===== config.mk =====
export PLATFORM = sky130hd
export DESIGN_NAME = conv1_sched
export DESIGN_NICKNAME = d
export VERILOG_FILES = /design/src/rtl/npu_pkg.sv /design/src/rtl/conv1_requant.sv /design/src/rtl/conv1_sched.sv
export SDC_FILE = /design/constraint.sdc
export NUM_CORES = 1
export LEC_CHECK = 0
export ABC_AREA = 1
export CAP_MARGIN = 20
export CORE_UTILIZATION = 50
export DETAILED_ROUTE_END_ITERATION = 7
export HOLD_SLACK_MARGIN = 0.06
export PLACE_DENSITY = 0.82
export SLEW_MARGIN = 10
export SYNTH_ARGS = -nofsm -noshare
export SYNTH_HDL_FRONTEND = slang
export SYNTH_SLANG_ARGS = --single-unit

===== constraint.sdc =====
create_clock -name clk -period 7.8 [get_ports clk]
set_clock_uncertainty 0.1 [all_clocks]
set_input_delay 1.95 -clock clk [delete_from_list [all_inputs] [get_ports clk]]
set_output_delay 1.95 -clock clk [all_outputs]
set_load 0.01 [all_outputs]

===== src/rtl/npu_pkg.sv =====
// npu_pkg: shared conv1 geometry defaults and scheduler state encoding
package npu_pkg;
  localparam int OUT1_H_DEF = 14;
  localparam int OUT1_W_DEF = 13;
  localparam int CHAN_DEF = 10;
  typedef enum logic [2:0] {IDLE, TRIG, WAIT, DRAIN, DONE} sched_state_t;
endpackage


===== src/rtl/conv1_requant.sv =====
// conv1_requant: arithmetic right shift, optional ReLU, saturate to int8
module conv1_requant (
  input  logic signed [23:0] din,
  input  logic        [4:0]  shift,
  input  logic               relu,
  output logic signed [7:0]  dout
);
  logic signed [23:0] sh, r;
  always_comb begin
    sh = din >>> shift;
    r = relu && sh < 0 ? '0 : sh;
    dout = r > 24'sd127 ? 8'sd127 : r < -24'sd128 ? -8'sd128 : r[7:0];
  end
endmodule


===== src/rtl/conv1_sched.sv =====
// conv1_sched: sequences conv1 engine runs per channel and drains results to memory
module conv1_sched import npu_pkg::*; #(
  parameter int OUT1_H = OUT1_H_DEF,
  parameter int OUT1_W = OUT1_W_DEF,
  parameter int CHAN = CHAN_DEF,
  parameter int ADDR_W = 11,
  parameter int TIMEOUT = 4096
)(
  input  logic                     clk,
  input  logic                     rst,
  input  logic                     start,
  input  logic        [4:0]        cfg_shift,
  input  logic                     cfg_relu,
  output logic                     busy,
  output logic                     done,
  output logic                     err,
  output logic                     eng_trigger,
  output logic        [3:0]        eng_chan,
  input  logic                     eng_valid,
  output logic        [3:0]        eng_rd_row,
  output logic        [3:0]        eng_rd_col,
  input  logic signed [23:0]       eng_rd_data,
  output logic                     wr_valid,
  input  logic                     wr_ready,
  output logic        [ADDR_W-1:0] wr_addr,
  output logic signed [7:0]        wr_data
);
  localparam int CW = $clog2(TIMEOUT + 1);
  sched_state_t state, state_n;
  logic [3:0] chan, row, col;
  logic [ADDR_W-1:0] addr;
  logic [4:0] shift;
  logic relu, prev_valid, err_q, rise, timeout, acc, last_col, last_el;
  logic [CW-1:0] cnt;
  logic signed [7:0] q;
  conv1_requant u_requant (.din(eng_rd_data), .shift(shift), .relu(relu), .dout(q));
  always_comb begin
    rise = eng_valid && !prev_valid;
    timeout = cnt == CW'(TIMEOUT - 1);
    acc = state == DRAIN && wr_ready;
    last_col = col == 4'(OUT1_W - 1);
    last_el = last_col && row == 4'(OUT1_H - 1);
    state_n = state;
    case (state)
      IDLE:    state_n = start ? TRIG : IDLE;
      TRIG:    state_n = WAIT;
      WAIT:    state_n = rise ? DRAIN : timeout ? IDLE : WAIT;
      DRAIN:   state_n = !(acc && last_el) ? DRAIN : chan == 4'(CHAN - 1) ? DONE : TRIG;
      default: state_n = IDLE;
    endcase
  end
  always_ff @(posedge clk) begin
    if (rst) begin
      state <= IDLE;
      chan <= '0;
      row <= '0;
      col <= '0;
      addr <= '0;
      shift <= '0;
      relu <= 1'b0;
      prev_valid <= 1'b0;
      err_q <= 1'b0;
      cnt <= '0;
    end else begin
      state <= state_n;
      prev_valid <= eng_valid;
      err_q <= state == WAIT && !rise && timeout;
      cnt <= state == WAIT ? cnt + CW'(1) : '0;
      if (state == IDLE && start) begin
        chan <= '0;
        addr <= '0;
        shift <= cfg_shift;
        relu <= cfg_relu;
      end
      // the write address simply counts accepted elements, which is row-major per channel
      if (acc) begin
        col <= last_col ? '0 : col + 4'(1);
        row <= last_el ? '0 : last_col ? row + 4'(1) : row;
        addr <= addr + ADDR_W'(1);
        if (last_el && chan != 4'(CHAN - 1)) chan <= chan + 4'(1);
      end
    end
  end
  always_comb begin
    busy = state inside {TRIG, WAIT, DRAIN};
    done = state == DONE;
    err = err_q;
    eng_trigger = state == TRIG;
    eng_chan = chan;
    eng_rd_row = row;
    eng_rd_col = col;
    wr_valid = state == DRAIN;
    wr_addr = addr;
    wr_data = wr_valid ? q : '0;
  end
endmodule


=== Word level (Yosys, flattened, before mapping) ===
Cells that the tools add are included.

* Bits in registers: 47
* Latch bits: 0
* Memory bits (writable): 0
* ROM bits: 0
* Logic and storage cells: 64
* Memories kept: 0

* Add/subtract/negate cells: 5
* Multipliers: 0
* Divide/modulo/power cells: 0
* $lt $le $gt $ge: 3
* Eq/ne operators: 9
* Shifts and indexed selects: 1
* Muxes and demuxes: 18
* Bitwise logic cells: 1
* Reductions and logical operators: 17

{| class="wikitable"
|+ Operators with widths
! cell !! count
|-
| > comparator 24 x 8 -> 1 bit (second input constant) || 1
|-
| < comparator 24 x 1 -> 1 bit (second input constant) || 1
|-
| < comparator 24 x 8 -> 1 bit (second input constant) || 1
|-
| two-way mux 24 bit || 1
|-
| two-way mux 4 bit || 6
|-
| two-way mux 8 bit || 3
|-
| >>> shifter 24 x 5 -> 24 bit || 1
|-
| two-way mux 11 bit || 2
|-
| adder 13 x 1 -> 13 bit (second input constant) || 1
|-
| == test 13 x 12 -> 1 bit (second input constant) || 1
|-
| adder 4 x 1 -> 4 bit (second input constant) || 3
|-
| == test 4 bit (second input constant) || 3
|-
| case mux 3 bit (4 select lines) || 1
|-
| adder 11 x 1 -> 11 bit (second input constant) || 1
|-
| logical AND 1 bit || 9
|-
| == test 3 x 2 -> 1 bit (second input constant) || 2
|-
| two-way mux 3 bit || 2
|-
| two-way mux 2 bit || 2
|-
| inequality test 4 bit (second input constant) || 1
|-
| nonzero test 2 bit || 2
|-
| == test 3 x 1 -> 1 bit (second input constant) || 1
|-
| == test 3 bit (second input constant) || 1
|-
| logical NOT 3 bit || 1
|-
| nonzero test 3 bit || 1
|-
| other kinds (5) || 6
|}

=== Logic depth before layout (Yosys ltp) ===
Gate-level depths: netlist of the first run.

* Word-level depth: 8
* Gate-level depth with buffers: 18
* Depth with buffers taken out: 16

=== By module ===
From an unflattened synthesis of the first run, not the netlist that was laid out.

* Cells, all modules: 631
* Area, all modules: 3823.7 µm²

{| class="wikitable"
|+ By module, submodules not included
! module !! times used !! cells each !! area an instance (µm²) !! sequential area each (µm²)
|-
| conv1_sched || 1 || 331 || 2263.4 || 940.9
|-
| conv1_requant || 1 || 300 || 1560.2 || 0.0
|}

=== Worst setup path before layout of the first run ===
OpenSTA, ideal clock, no wires.

* Path type: input to output
* From: input eng_rd_data[23]
* To: output wr_data[0]
* Data arrival time: 3235 ps
* Setup slack: 2515 ps
* Stages: 15
* Path buffers: 1
* Cells stage by stage: buf_2 inv_2 nand2_1 nand3_1 nand2_1 nand2_1 nand2_1 nand2_1 nand3_1 nand2_1 nor2_2 nand3_2 nand2_4 nand2_1 a21oi_1

* Longest elaborated chain between the ends: 8
* Elaborated cells between the ends (all ways): 9
* Those cells by class: order compare: 3; shift: 1; mux: 4; reduce/logical: 1

{| class="wikitable"
|+ RTL lines
! element !! RTL line !! RTL
|-
| start: declaration || conv1_sched.sv:22 || <nowiki>input logic signed [23:0] eng_rd_data,</nowiki>
|-
| >>> shifter 24 x 5 -> 24 bit (*) || conv1_requant.sv:10 || <nowiki>sh = din >>> shift;</nowiki>
|-
| < comparator 24 x 1 -> 1 bit || conv1_requant.sv:11 || <nowiki>r = relu && sh < 0 ? '0 : sh;</nowiki>
|-
| logical AND 1 bit || conv1_requant.sv:11 ||
|-
| two-way mux 24 bit (*) || conv1_requant.sv:11 ||
|-
| < comparator 24 x 8 -> 1 bit || conv1_requant.sv:12 || <nowiki>dout = r > 24'sd127 ? 8'sd127 : r < -24'sd128 ? -8'sd128 : r[7:0];</nowiki>
|-
| two-way mux 8 bit || conv1_requant.sv:12 ||
|-
| two-way mux 8 bit (*) || conv1_requant.sv:12 ||
|-
| two-way mux 8 bit (*) || conv1_sched.sv:94 || <nowiki>wr_data = wr_valid ? q : '0;</nowiki>
|-
| end: declaration || conv1_sched.sv:26 || <nowiki>output logic signed [7:0] wr_data</nowiki>
|}

Every way passes the cells marked *; elsewhere a longest branch is shown, timed or not.

=== Final worst setup path of the first run ===
* From: input eng_rd_data[23]
* To: output wr_data[3]

Same word-level chain as after synthesis.

==> results of run 1 <==
## metal layers
layer | routed length (microns) | share of wire | vias to the layer above | GRT usage
met5 | 0 | 0 | - | 0
met4 | 350 | 0.035 | 0 | 0.108
met3 | 604 | 0.060 | 28 | 0.0370
met2 | 4850 | 0.49 | 160 | 0.470
met1 | 4190 | 0.42 | 1877 | 0.352
li1 | - | - | 2090 | -
## per-stage QoR
step / cells / setup WS [ps] / hold WS [ps] / power (uW) / util
2_1_floorplan: 604 / 2520 / 318 / 430 / -
3_3_place_gp: 748 / 1350 / 328 / 490 / 0.623
3_5_place_dp: 748 / 1290 / 347 / 490 / 0.623
4_1_cts: 756 / 1280 / 362 / 648 / 0.638
5_1_grt: 756 / 1010 / 395 / 697 / 0.638
6_report: 756 / 1240 / 356 / 651 / 0.638
## flip-flops by register name (all words and copies together), names as in the netlist
name	flops
cnt	13
eng_chan	4
eng_rd_col	4
eng_rd_row	4
err	1
prev_valid	1
relu	1
shift	5
state	3
wr_addr	11
## final cells by class
cell class | instances | area share
multi-input combinational | 472 | 0.519
inverter | 61 | 0.0534
clock inverter | 3 | 0.00657
timing repair buffer | 72 | 0.163
tap | 96 | 0.0274
clock buffer | 5 | 0.0157
sequential | 47 | 0.215
## synth_stat cells (3+ instances only)
master and number:
a221oi_1 3, nand3_1 81, a31oi_1 8, ha_1 8, nand2_2 8, buf_4 3
nand4_1 3, nor3_1 12, inv_1 55, nand2_1 187, buf_2 11, a21oi_1 44
clkbuf_1 4, mux2i_1 3, o21ai_0 29, nor2_1 55, nand3_2 4, dfxtp_1 47
inv_2 3, and3_1 3, buf_6 3
## worst max-delay path by stage
stage,startpoint,end,slack [ps],cells past startpoint
5_1_grt,eng_rd_data[23],wr_data[1],1010,16
4_1_cts,eng_rd_data[23],wr_data[3],1280,16
6_report,eng_rd_data[23],wr_data[3],1240,16
2_1_floorplan,eng_rd_data[23],wr_data[0],2520,15
3_3_place_gp,eng_rd_data[23],wr_data[2],1350,16
3_5_place_dp,eng_rd_data[23],wr_data[3],1290,16
## logic make-up after synthesis
group           share of synthesized area
buf+inv                             0.108
simple gates                        0.442
xor+xnor                          0.00730
fa+ha+maj                          0.0278
flops                               0.261
compound gates                      0.146
mux                               0.00834
## power by group through the flow
stage | sequential, uW | clock [uW] | combinational, uW
6_report | 258 | 161 | 233
5_1_grt | 259 | 176 | 261
4_1_cts | 258 | 162 | 228
3_5_place_dp | 263 | 0 | 227
3_3_place_gp | 263 | 0 | 227
2_1_floorplan | 254 | 0 | 176
==> flow_summary.toml, run 1 <==
[clocking]
numClockSinks = 47
postCtsSetupRepairBufs = 0
cts_resized = 0
cts.clk_slew.worst_paths_ps = 100
h-tree-depth = 2
cts_inserted_buffers = 5
ctsLongestPathBuffers = 2
tritoncts = "yes"
insertion_delay_ps = 300
ctsHoldBuffers = 0
root_buffer = "clkbuf_8"

[finish]
layout_commonest_cell = "nand2_1"
antenna-diode-count = 0
final_nets = 702
layout.cell_area.non_filler_sq_um = 4380
register_area_sq_um = 941
area_growth_pct = 21.7
final_layout_size_suffix_gt1_frac = 0.0500
multi_input_comb_area_sq_um = 2270
leading_cell_types_in_the_layout_fill_and_taps_excluded = "nand2_1 (187), nand3_1 (81), clkdlybuf4s50_1 (70), inv_1 (55), nor2_1 (55)"
n_fill_cell = 665

[yosys]
yosysWarningCount = 0
synth-main-ff-cell = "dfxtp_1"
yosysTopAreaCell = "dfxtp_1"
post_synth_inst_count = 604
postSynthNetCount = 647
synth-seq-area-share = 0.261
yosys_register_bits = 47
netlist.area_leader.share = 0.261
syn_avg_cell_area_sq_um = 5.96
synth_area_leaders = "dfxtp_1 (26%), nand2_1 (19%), nand3_1 (11%)"
synthDistinctLibCells = 45
netlist_area_before_placement_sq_um = 3600
async_flop_share = 0
synth_enable_flop_cells = 0

[timing]
hold_viol_final = 0
worst-slew-pin-transition_ps = 1000
report.final.slew_viol_count = 0
post-route-period-util = 0.842
max_freq_ghz = 0.152
report.final.setup_viol = 0
max_slew_margin = 0.329
unrepaired_setup_endpoints_after_global_routing = "false"
setup_tns_ps = 0
period_needed_ps = 6560

[worst_hold_path]
worst_hold_startpoint = "cnt[0]"
hold-path-endpoint = "cnt[0]"
hold_path.class = "reg2reg"
timing.hold.worst_path_depth = 1

[die]
initial_core_util = 0.524
fp.coreArea_sq_um = 6870
fp.dieH_microns = 86.9
rows = 30
i_o_pins = 71
die_w_microns = 86.9
die-area_sq_um = 7540

[global_routing]
grt_use_total = 0.276
first_pass_grt_wire_length_mm = 16.7
grt_pass1_vias = 3754
grt_start_max_net_pins = 27
antenna_found_initial = 0
grt_overflow_total = 0

[critical_path]
timing_worst_setup_path_type = "in2out"
setup.reg_to_reg.worst_slack_ps = 5570
largest_delay_contributor_family_on_the_critical_path = "buffers and inverters"
critPathRequiredTime_ps = 5750
crit_path_start_kind = "input port"
worst_path_most_repeated_cell = "nand2_1"
worst_path_max_delay_cell = "clkdlybuf4s50_1"
cp_slowest_stage_delay_ps = 550
worstPathArrival_ps = 4510
reg2reg_to = "eng_chan[1]"
rr_startpoint = "state[2]"
worstSetupEndpointType = "primary output"
crit_path_max_fanout = 8
reg2reg_depth = 12
crit_path_cell_trace = "clkdlybuf4s50_1 > inv_2 > nand2_1 > nand3_1 > nand2_1 > nand2_1 > nand2_1 > nand2_1 > inv_1 > nor2_1 > nand2_1 > nor2_1 > nand2_1 > a21oi_4 > a21oi_1 > clkdlybuf4s50_1"
worstPathBufferInverterCount = 4

[run_status]
outcome = "completed"

[power]
power_switching_share = 0.391
power_density_nw_per_um2 = 149
combPwrFrac = 0.357
p_int_uw = 397
power.leakage_uw = 0.00182
power_frac_seq = 0.396
pwr-share-clk = 0.247
power.net_switching_uw = 254
ir_worst_vdd_mv = 0.136

[place]
place_area_sq_um = 4280
place_hpwl_mm = 7.74
port_buffers = 70
finalWeightedCongestion = 1.01

[detailed_routing]
dr_total_vias = 4155
vias_per_cell = 5.50
antenna_left = 0
detail_route.drc_violations = 0
wl_per_instance_microns = 13.2
drt_iter0_drc = 304
drt_first_pass_iters = 5
wl_mm = 9.99

[job]
max-cap-violations = 0
No activity file was read; power rests on OpenSTA's default activity.
==> inputs of run 2 (changes only) <==
CORE_UTILIZATION = 48   (was 50)
clock period = 5.4 ns   (was 7.8 ns; I/O delays follow)
==> run 2 against run 1 <==
  * Sequential share of layout area decreased by 0.20 points
  * First-iteration DRC count up 12%
  * Via count is 2.0% lower
  * Non-clock buffer count rose by 3
  * Largest power group unchanged
  * Power increased by 45%
  * Clock-buffer cell count unchanged
  * Hold slack lost 3.4 ps
  * Register-to-register slack got worse by 2500 ps
  * Routed wire length fell by 2.2%
  * Clock power grew 45%
  * Sequential power is 44% higher
  * Die area rose by 4.1%
==> flow_summary.toml, run 2 (synthesis results as in run 1) <==
[finish]
leading_cell_types_in_the_layout_fill_and_taps_excluded = "nand2_1 (187), nand3_1 (81), clkdlybuf4s50_1 (64), inv_1 (55), nor2_1 (55)"
area_growth_pct = 22.8
final_layout_size_suffix_gt1_frac = 0.0543
post-route-util = 0.609
final_nets = 705
regMostFlops = "cnt"
n_fill_cell = 732
antenna-diode-count = 0
layout_commonest_cell = "nand2_1"
largest_reg_flops = 13

[global_routing]
grt_use_total = 0.264
grt_start_max_net_pins = 27
antenna_found_initial = 0
grt_overflow_total = 0
grt_pass1_vias = 3655
first_pass_grt_wire_length_mm = 16.4

[critical_path]
timing_worst_setup_path_type = "in2out"
critPathRequiredTime_ps = 3950
setup.worst_path.start = "eng_rd_data[22]"
reg2reg_to = "eng_chan[1]"
cp_slowest_stage_delay_ps = 550
worstSetupEndpointType = "primary output"
worst_path_most_repeated_cell = "nand2_1"
worst_path_max_delay_cell = "clkdlybuf4s50_1"
crit_path_max_fanout = 7
largest_delay_contributor_family_on_the_critical_path = "buffers and inverters"
reg2reg_depth = 12
setup.reg_to_reg.worst_slack_ps = 3070
crit_path_start_kind = "input port"
crit_path_cell_trace = "clkdlybuf4s50_1 > inv_1 > nand2_1 > nand3_1 > nand2_1 > nand2_1 > nand2_1 > nand2_1 > nand2_1 > nand2_1 > nand2_1 > nand2_1 > inv_1 > nand3_2 > nand2_4 > nand2_1 > a21oi_1 > clkdlybuf4s50_1"
worstPathBufferInverterCount = 4
worstPathArrival_ps = 3730
rr_startpoint = "state[2]"

[die]
die_w_microns = 88.6
fp.dieH_microns = 88.6
rows = 31
fp.coreArea_sq_um = 7250
die-area_sq_um = 7850
i_o_pins = 71
initial_core_util = 0.496

[power]
power.leakage_uw = 0.00193
power_density_nw_per_um2 = 213
totalPowerFinal_uw = 943
ir_worst_vdd_mv = 0.152

[timing]
max_freq_ghz = 0.193
unrepaired_setup_endpoints_after_global_routing = "false"
max_slew_margin = 0.304
period_needed_ps = 5180
worst-slew-pin-transition_ps = 1040
report.final.slew_viol_count = 0
whs_ps = 353
report.final.setup_viol = 0
post-route-period-util = 0.958
setup_tns_ps = 0
hold_viol_final = 0

[detailed_routing]
drt_first_pass_iters = 5
dr_total_vias = 4071
drt_iter0_drc = 341
detail_route.drc_violations = 0
antenna_left = 0
vias_per_cell = 5.34
wl_mm = 9.77
wl_per_instance_microns = 12.8

[clocking]
cts_inserted_buffers = 5
insertion_delay_ps = 310
root_buffer = "clkbuf_8"
ctsLongestPathBuffers = 2
numClockSinks = 47
cts.clk_slew.worst_paths_ps = 110
tritoncts = "yes"
h-tree-depth = 2

[place]
place_hpwl_mm = 7.56
port_buffers = 70
finalWeightedCongestion = 0.954

[worst_hold_path]
hold-path-endpoint = "cnt[0]"
timing.hold.worst_path_depth = 1
hold_path.class = "reg2reg"
worst_hold_startpoint = "cnt[0]"

[run_status]
outcome = "completed"

[job]
max-cap-violations = 0
run 2: cell types whose count changed in the layout (fill, tap and decap cells not counted), sizes merged:
cell and change:
buf +3, dlymetal6s2s +6, clkdlybuf4s50 -6
run 2: how the worst max path moves through the flow:
stage | end | depth (start not counted)
2_1_floorplan | wr_data[0] | 15
6_report | wr_data[3] | 18
3_3_place_gp | wr_data[2] | 16
3_5_place_dp | wr_data[3] | 16
5_1_grt | wr_data[3] | 16
4_1_cts | wr_data[3] | 16
run 2: layout make-up:
cell class                      instances  area, sq um  share of cell area
Inverter                               61          234              0.0529
Clock inverter                          3         28.8             0.00651
Sequential cell                        47          941               0.213
Multi-Input combinational cell        472         2270               0.514
Clock buffer                            5         68.8              0.0156
Tap cell                               99          124              0.0280
Timing Repair Buffer                   75          753               0.170
run 2: per-stage QoR:
step           setup WS, ps  cells  instance area (sq um)
4_1_cts                 176    762                   4410
5_1_grt                1.90    762                   4420
6_report                224    762                   4420
3_5_place_dp            186    754                   4310
2_1_floorplan          1320    604                   3600
3_3_place_gp            200    754                   4310
run 2: report_power, final:
part / switching [uW] / total, uW / internal, uW / leakage [uW]
combinational: 215 / 338 / 123 / 0.00150
clock: 135 / 233 / 98.0 / 0.0000511
sequential: 18.7 / 372 / 354 / 0.000381
total: 369 / 943 / 574 / 0.00193
run 2: worst register-to-register path, stage by stage, from the launching register on:
cell,delay [ps]
dfxtp_1,350
inv_1,130
nand2_1,100
nor2_2,220
nand2_1,350
nor2_1,250
inv_1,100
nor2_1,160
inv_1,80
nand2_1,90
inv_1,90
a21oi_1,130
nor2_1,50
run 2: repair_timing:
action | CTS | global route
endpoints found under the setup margin | 0 | 7
resized for setup | 0 | 6
hold buffers | 0 | 0
setup buffers | 0 | 0
run 2: metal layers:
layer	global-route usage	up-vias	routed length (microns)
met3	0.0401	24	535
met2	0.441	137	4650
met1	0.343	1812	4340
li1	-	2098	-
met4	0.103	0	250
met5	0	-	0
